### src/rtl/lbm_field_stream_packer.sv
// Packs N solver lanes per cell into one 4*DATA_WIDTH AXI4-Stream beat per lane, TLAST on the last cell of a frame.
// Latency: a cell accepted at cycle t into an empty FIFO with the FSM idle shows tvalid at t+2; one beat per cycle sustained.
// Backpressure: DROP_MODE=0 drops s_ready when the FIFO is full; DROP_MODE=1 never stalls and drops instead, keeping one slot for the last cell.

module lbm_sample_fifo #(
  parameter int WIDTH = 8,
  parameter int DEPTH = 16
)(
  input  logic                     clk,
  input  logic                     rst,
  input  logic                     push,
  input  logic [WIDTH-1:0]         push_dat,
  input  logic                     pop,
  output logic [WIDTH-1:0]         head_dat,
  output logic [$clog2(DEPTH):0]   count,
  output logic                     full,
  output logic                     empty
);
  localparam int AW = $clog2(DEPTH);
  localparam int CW = AW + 1;

  logic [WIDTH-1:0] mem [DEPTH];
  logic [AW-1:0]    wr_ptr;
  logic [AW-1:0]    rd_ptr;

  always_ff @(posedge clk or posedge rst) begin
    if (rst) begin
      wr_ptr <= '0;
      rd_ptr <= '0;
      count  <= '0;
    end else begin
      if (push) wr_ptr <= wr_ptr + 1'b1;
      if (pop)  rd_ptr <= rd_ptr + 1'b1;
      case ({push, pop})
        2'b10:   count <= count + 1'b1;
        2'b01:   count <= count - 1'b1;
        default: count <= count;
      endcase
    end
  end

  // Storage carries no reset; the pointers alone define what is valid.
  always_ff @(posedge clk) begin
    if (push) mem[wr_ptr] <= push_dat;
  end

  assign head_dat = mem[rd_ptr];
  assign full     = (count == CW'(DEPTH));
  assign empty    = (count == '0);
endmodule

module lbm_field_stream_packer #(
  parameter int DATA_WIDTH = 16,
  parameter int N_CHANNELS = 2,
  parameter int DEPTH      = 2500,
  parameter int FIFO_DEPTH = 16,
  parameter int DROP_MODE  = 0
)(
  input  logic                               clk,
  input  logic                               rst,
  input  logic                               s_valid,
  output logic                               s_ready,
  input  logic [N_CHANNELS*4*DATA_WIDTH-1:0] s_data,
  input  logic [7:0]                         decim,
  output logic                               m00_axis_tvalid,
  output logic [4*DATA_WIDTH-1:0]            m00_axis_tdata,
  output logic [4*DATA_WIDTH/8-1:0]          m00_axis_tstrb,
  output logic                               m00_axis_tlast,
  input  logic                               m00_axis_tready,
  output logic [15:0]                        frame_count,
  output logic                               overflow,
  output logic [15:0]                        drop_count
);
  localparam int TW    = 4 * DATA_WIDTH;
  localparam int SW    = N_CHANNELS * TW;
  localparam int EW    = SW + 1;
  localparam int CELLW = (DEPTH > 1) ? $clog2(DEPTH) : 1;
  localparam int LANEW = (N_CHANNELS > 1) ? $clog2(N_CHANNELS) : 1;
  localparam int CW    = $clog2(FIFO_DEPTH) + 1;

  localparam logic [CELLW-1:0] LAST_CELL = CELLW'(DEPTH - 1);
  localparam logic [LANEW-1:0] LAST_LANE = LANEW'(N_CHANNELS - 1);
  localparam logic [CW-1:0]    FIFO_RSV  = CW'(FIFO_DEPTH - 1);

  typedef enum logic {IDLE, SEND} state_t;

  logic                 run;
  logic [CELLW-1:0]     cell_cnt;
  logic [7:0]           decim_lat;
  logic [7:0]           decim_in;
  logic [7:0]           decim_eff;
  logic [7:0]           phase;
  logic [8:0]           phase_inc;
  logic                 last_cell;
  logic                 accept;
  logic                 keep;
  logic                 drop;
  logic                 push;
  logic                 pop;

  logic [EW-1:0]        fifo_head;
  logic [CW-1:0]        fifo_count;
  logic                 fifo_full;
  logic                 fifo_empty;

  state_t                           state;
  state_t                           state_nxt;
  logic [LANEW-1:0]                 lane;
  logic [LANEW-1:0]                 lane_nxt;
  logic [N_CHANNELS-1:0][TW-1:0]    hold_dat;
  logic                             hold_last;

  // ---------------- input side ----------------
  assign decim_in  = (decim == 8'd0) ? 8'd1 : decim;
  // At cell 0 the latch has not been written yet, so the live value governs this frame.
  assign decim_eff = (cell_cnt == '0) ? decim_in : decim_lat;
  assign last_cell = (cell_cnt == LAST_CELL);
  assign s_ready   = run && ((DROP_MODE != 0) || !fifo_full);
  assign accept    = s_valid && s_ready;
  assign keep      = (phase == 8'd0);
  assign phase_inc = {1'b0, phase} + 9'd1;

  always_comb begin
    drop = 1'b0;
    if ((DROP_MODE != 0) && accept && keep)
      drop = last_cell ? fifo_full : (fifo_count >= FIFO_RSV);
  end

  assign push = accept && keep && !drop;

  always_ff @(posedge clk or posedge rst) begin
    if (rst) begin
      run         <= 1'b0;
      cell_cnt    <= '0;
      frame_count <= 16'd0;
      decim_lat   <= 8'd1;
      phase       <= 8'd0;
      overflow    <= 1'b0;
      drop_count  <= 16'd0;
    end else begin
      run <= 1'b1;
      if (accept) begin
        if (cell_cnt == '0) decim_lat <= decim_in;
        if (last_cell) begin
          cell_cnt    <= '0;
          frame_count <= frame_count + 16'd1;
          phase       <= (phase_inc >= {1'b0, decim_eff}) ? 8'd0 : phase_inc[7:0];
        end else begin
          cell_cnt <= cell_cnt + 1'b1;
        end
      end
      if (drop) begin
        overflow <= 1'b1;
        if (drop_count != 16'hFFFF) drop_count <= drop_count + 16'd1;
      end
    end
  end

  lbm_sample_fifo #(
    .WIDTH (EW),
    .DEPTH (FIFO_DEPTH)
  ) u_fifo (
    .clk      (clk),
    .rst      (rst),
    .push     (push),
    .push_dat ({last_cell, s_data}),
    .pop      (pop),
    .head_dat (fifo_head),
    .count    (fifo_count),
    .full     (fifo_full),
    .empty    (fifo_empty)
  );

  // ---------------- output side ----------------
  always_ff @(posedge clk or posedge rst) begin
    if (rst) begin
      state     <= IDLE;
      lane      <= '0;
      hold_dat  <= '0;
      hold_last <= 1'b0;
    end else begin
      state <= state_nxt;
      lane  <= lane_nxt;
      if (pop) begin
        hold_dat  <= fifo_head[SW-1:0];
        hold_last <= fifo_head[SW];
      end
    end
  end

  always_comb begin
    state_nxt = state;
    lane_nxt  = lane;
    pop       = 1'b0;
    case (state)
      IDLE: begin
        if (!fifo_empty) begin
          pop       = 1'b1;
          lane_nxt  = '0;
          state_nxt = SEND;
        end
      end
      SEND: begin
        if (m00_axis_tready) begin
          if (lane != LAST_LANE) begin
            lane_nxt = lane + 1'b1;
          end else if (!fifo_empty) begin
            // Refill on the final-lane handshake so frames stream without a bubble.
            pop      = 1'b1;
            lane_nxt = '0;
          end else begin
            state_nxt = IDLE;
          end
        end
      end
      default: state_nxt = IDLE;
    endcase
  end

  assign m00_axis_tvalid = (state == SEND);
  assign m00_axis_tdata  = hold_dat[lane];
  assign m00_axis_tlast  = (state == SEND) && hold_last && (lane == LAST_LANE);
  assign m00_axis_tstrb  = '1;
endmodule

### config.mk
export PLATFORM = sky130hd
export DESIGN_NAME = lbm_field_stream_packer
export DESIGN_NICKNAME = d
export VERILOG_FILES = /design/src/rtl/lbm_field_stream_packer.sv
export SDC_FILE = /design/constraint.sdc
export NUM_CORES = 2
export LEC_CHECK = 0
export BUFFER_PORTS_ARGS = -buffer_cell sky130_fd_sc_hd__buf_4
export CAP_MARGIN = 15
export CORE_MARGIN = 2
export CORE_UTILIZATION = 45
export CTS_BUF_LIST = sky130_fd_sc_hd__clkbuf_4 sky130_fd_sc_hd__clkbuf_8
export DETAILED_ROUTE_END_ITERATION = 10
export SKIP_LAST_GASP = 1
export SLEW_MARGIN = 20
export SYNTH_ARGS = -nofsm -noshare
export SYNTH_HDL_FRONTEND = slang
export SYNTH_SLANG_ARGS = --single-unit
### constraint.sdc
create_clock -name clk -period 19.14 [get_ports clk]
set_clock_uncertainty 0.05 [all_clocks]
set_input_delay 0 -clock clk [delete_from_list [all_inputs] [get_ports clk]]
set_output_delay 0 -clock clk [all_outputs]
set_load 0.05 [all_outputs]
### After elaboration in Yosys (flattened, before gate mapping)

Memories as Yosys holds them, arrays and structs flattened. A register that Yosys moved wholly into a read port is not among the register bits.
Index checks and enable logic that the tools add are counted.
Widths: inputs -> output; s select.

* flip-flop bits (word level): 60
* bits in writable memories: 2064
* output and inout port bits: 108
* logic and storage cells: 62
* memories kept: 1

* add/subtract/negate cells: 8
* magnitude comparators: 2
* eq/ne operators: 6
* mux-type cells: 21
* bitwise logic cells: 1
* reduce and logical (&&, ||, !) cells: 13

Memories
* u_fifo.mem: words 16, width 129, read ports 1, clocked after memory_dff 1, wr ports 1, RTL line 22 `logic [WIDTH-1:0] mem [DEPTH];`

Operator list (number)
* $mux 64: 2
* $mux 8: 3
* $add 16x1->16 const B: 1
* $logic_not 8->1: 2
* $add 12x1->12 const B: 1
* $eq 12x12->1 const B: 1
* $logic_not 12->1: 1
* $mux 12: 1
* $mux 1: 11
* $pmux 5 s2: 1
* $add 8x1->9 const B: 1
* $ge 9x8->1: 1
* $add 4x1->4 const B: 2
* $pmux 1 s2: 3
* $add 5x1->5 const B: 1
* $eq 5x5->1 const B: 1
* $logic_and 1x1->1: 5
* $logic_not 5->1: 1
* $sub 5x1->5 const B: 1
* $ne 2x2->1 const B: 2
* $reduce_and 2->1: 2
* $eq 2x1->1 const B: 1
* $eq 2x2->1 const B: 1
* $lt 1x2->1 const B: 1
* 4 further kinds: 4

### Depth between registers and ports, before layout

* depth in word-level cells: 7
* gate-level depth with buffers: 15
* gate-level depth less buffers: 14

### Modules after synthesis

From an unflattened synthesis, not the netlist that was laid out.

* cells, all modules: 3868
* area, all modules: 86081.3 um2

By module, submodules not included
* lbm_sample_fifo: times used 1, cells each 3246, area an instance 77807.1 um2, seq. area each 62304.8 um2
* lbm_field_stream_packer: times used 1, cells each 622, area an instance 8274.2 um2, seq. area each 4405.5 um2

### Worst setup path after synthesis

Ideal clock, no wire load.

* path type: reg2reg
* start: register phase[0]
* end: memory u_fifo.mem[3][0] (netlist bit) (enable)
* arrival time: 13639 ps
* required time: 18157 ps
* slack: 4518 ps
* stages on the path, launching flop included: 9
* path through: dfrtp_1 > inv_1 > ha_1 > or4b_4 > nor4_2 > and2_1 > buf_6 > inv_4 > nor4_1

* word-level cells in the longest chain between the ends: 4

RTL lines
* start, declared: RTL line 92 `logic [7:0] phase;`
* start signal, assigned: RTL line 147 `phase <= (phase_inc >= {1'b0, decim_eff}) ? 8'd0 : phase_inc[7:0];`
* $logic_not 8->1: RTL line 120 `assign keep = (phase == 8'd0);`
* $logic_and 1x1->1: RTL line 129 `assign push = accept && keep && !drop;`
* $mux 1: RTL line 44 `if (push) mem[wr_ptr] <= push_dat;`
* $mux 1 (not written as such): RTL line 44
* end, declared: RTL line 22

Every way passes these cells.

==> qor.csv <==
metric,value,unit
post-synth-top-area-cell,edfxtp_1,
grt_start_max_net_pins,132,
fmax,0.162,GHz
r2r-start,u_fifo.rd_ptr[2]$_DFFE_PP0P_,
power_density,135,nW/um^2
io_pins,248,
synth_ff_type,edfxtp_1,
initial_utilization,45.2,%
post-route-util,53.1,%
cts_sinks,2253,
place_congestion,0.737,
clkTransAtPathRegs,60,ps
crit_path_start_kind,flop,
h-tree-depth,5,
synth_edf_count,2064,
drc,0,
cts_tree,yes,
tightestPinTransition,1210,ps
grt_pass1_wl,306000,um
synth-seq-area-share,77.6,%
drtIter0Drc,4115,
status,"complete, no violations",
cts_buffers,377,
maxCapViolations,0,
firstDrtPassIters,7,
drive_gt1_share,33.9,%
avgSynthCellArea,22.1,sq um
wl_per_cell,28.5,um
place_hpwl,106000,um
period_share,32.2,%
rsz0062_at_grt,no,
crit_start,u_fifo.rd_ptr[2]$_DFFE_PP0P_,
cp-end-kind,flop,
dieArea,194000,sq um
yosys_warnings,0,
vias,42700,
die-width,441,um
worstPathArrival,7020,ps
yosysUniqueCellTypes,50,
async_reset_ff_share,8.39,%
syn_inst,3884,
setup_viol,0,
grt-ovfl-total,0,
slew_headroom,19.6,%
worstHoldStart,s_valid,
cts.root.buffer_cell,clkbuf_8,
core-area,190000,sq um
clk_path_buf_depth,4,
p_leak,33.0,nW
die_y,441,um
final-hold-violation-count,0,
ys_top_cells_by_area,"edfxtp_1, mux4_2, dfrtp_1",
min-delay-path-class,in2reg,
antenna_found_initial,22,
finalCriticalPeriod,6170,ps
critPathKind,reg2reg,
grt_util_all_layers,21.8,%
synth.top_cell.area_share,72.1,%
num_rows,160,
irDropWorstVdd,0.000137,V
avgViaCountPerCell,5.73,
maxSlewViolCount,0,
area_growth,17.3,%
worstPathMaxFanout,94,
setup_tns,0,ps
grt_pass1_vias,44500,
ctsResizeCount,0,
drtAntennaViolNets,0,
port_buffers,222,
drt_wl_total,212000,um
ys_seq_elements,2253,
nNetsFinal,4797,
syn_area,85900,sq um
clock_latency,1040,ps
cp.required,19980,ps
## worst max-delay path, cell delays in order, from the launching register on
cell and delay [ps]:
dfrtp_4 830, buf_4 840, buf_12 570, buf_4 820
buf_4 840, buf_4 700, mux4_2 580, mux2_2 270
o22ai_1 140, a21oi_1 70
## cells by family (layout without fill, tap and decap cells)
logic type | after synthesis | after routing | synth area share, %
compound gates | 437 | 437 | 2.97
mux | 725 | 725 | 16.3
fa+ha+maj | 23 | 23 | 0.344
simple gates | 146 | 146 | 0.942
other cells | 2 | 31 | 0.00874
flops | 2253 | 2253 | 77.6
xor+xnor | 34 | 34 | 0.346
buf+inv | 264 | 1282 | 1.52
## where the power goes
| part | switching (mW) | internal (mW) |
|---|---|---|
| Combinational | 1.94 | 1.66 |
| Clock | 1.88 | 2.35 |
| Sequential | 0.267 | 5.52 |
## registers in the layout (all words and copies together), names as in the netlist, 4 cells and up
| signal | flops |
|---|---|
| u_fifo.mem | 2064 |
| hold_dat | 128 |
| frame_count | 16 |
| cell_cnt | 12 |
| decim_lat | 8 |
| phase | 8 |
| u_fifo.count | 5 |
| u_fifo.rd_ptr | 4 |
| u_fifo.wr_ptr | 4 |
## timing repair
| action | 4_1_cts | 5_1_grt |
|---|---|---|
| setup buffers | 0 | 0 |
| hold endpoints to repair | 2249 | 0 |
| hold buffers | 285 | 0 |
## layout make-up
type | instances | area, sq um
clock buffers | 564 | 6860
clock inverters | 107 | 599
inverters | 21 | 88.8
multi-input cells | 1391 | 18100
flip-flops and latches | 2253 | 66700
repair buffers | 590 | 5230
well taps | 2511 | 3140
diodes | 5 | 12.5
fillers | 14700 | 89200
## synth_stat cells, drive strengths merged (2+ instances only)
cell    number
ha          22
mux2i        7
nand3       20
nor2        12
nor3        10
and4         3
conb         2
a21oi      141
xor2        10
mux4       516
nor3b        2
o22ai      252
clkbuf      77
nand2b       4
xnor2       24
dfrtp      188
o21ai       25
buf        166
nand4        9
a22oi        3
mux2       202
a21o         2
edfxtp    2064
o31ai        2
and3         7
and2         8
nor2b       11
a211oi       9
nor4         9
nand2       46
or2          2
inv         21
## final timing paths
kind                            cells after the start                     endpoint  slack (ps)
worst min-delay path                                5      cell_cnt[3]$_DFFE_PP0P_         140
min in group asynchronous                           4     hold_dat[24]$_DFFE_PP0P_         190
worst min register to register                      1  frame_count[15]$_DFFE_PP0P_         420
worst max-delay path                                9     hold_dat[38]$_DFFE_PP0P_       12970
worst max register to register                      9     hold_dat[38]$_DFFE_PP0P_       12970
max in group asynchronous                           6             lane$_DFFE_PP0P_       16570
## per-stage QoR
| step | worst slack (ps) | total power, mW | area [sq um] | std cells | hold slack [ps] |
|---|---|---|---|---|---|
| 6_report | 12970 | 13.6 | 101000 | 7442 | 136 |
| 5_1_grt | 12530 | 14.2 | 101000 | 7439 | 137 |
| 4_1_cts | 12810 | 13.8 | 101000 | 7437 | 15.8 |
| 3_5_place_dp | 12800 | 9.49 | 90500 | 6481 | 86.2 |
| 3_3_place_gp | 12810 | 9.48 | 90500 | 6480 | 83.2 |
| 2_1_floorplan | 4520 | 8.46 | 86000 | 3908 | 48.9 |
## cells in the final DEF, fill, tap and decap left out, drive strengths merged, types with 23 or more instances in the layout
master / instances
o21ai: 25
conb: 26
mux4: 516
dlygate4sd3: 285
a21oi: 141
mux2: 202
buf: 305
edfxtp: 2064
xnor2: 24
clkbuf: 564
o22ai: 252
inv: 23
clkinv: 96
nand2: 46
dfrtp: 188
## layer usage
metal | global-route usage, % | wire [um]
met5 | 0 | 42
met4 | 6.73 | 5600
met3 | 4.16 | 12900
met2 | 35.8 | 105000
met1 | 29.8 | 88700
Note: power is estimated with default switching activity, not from simulation.
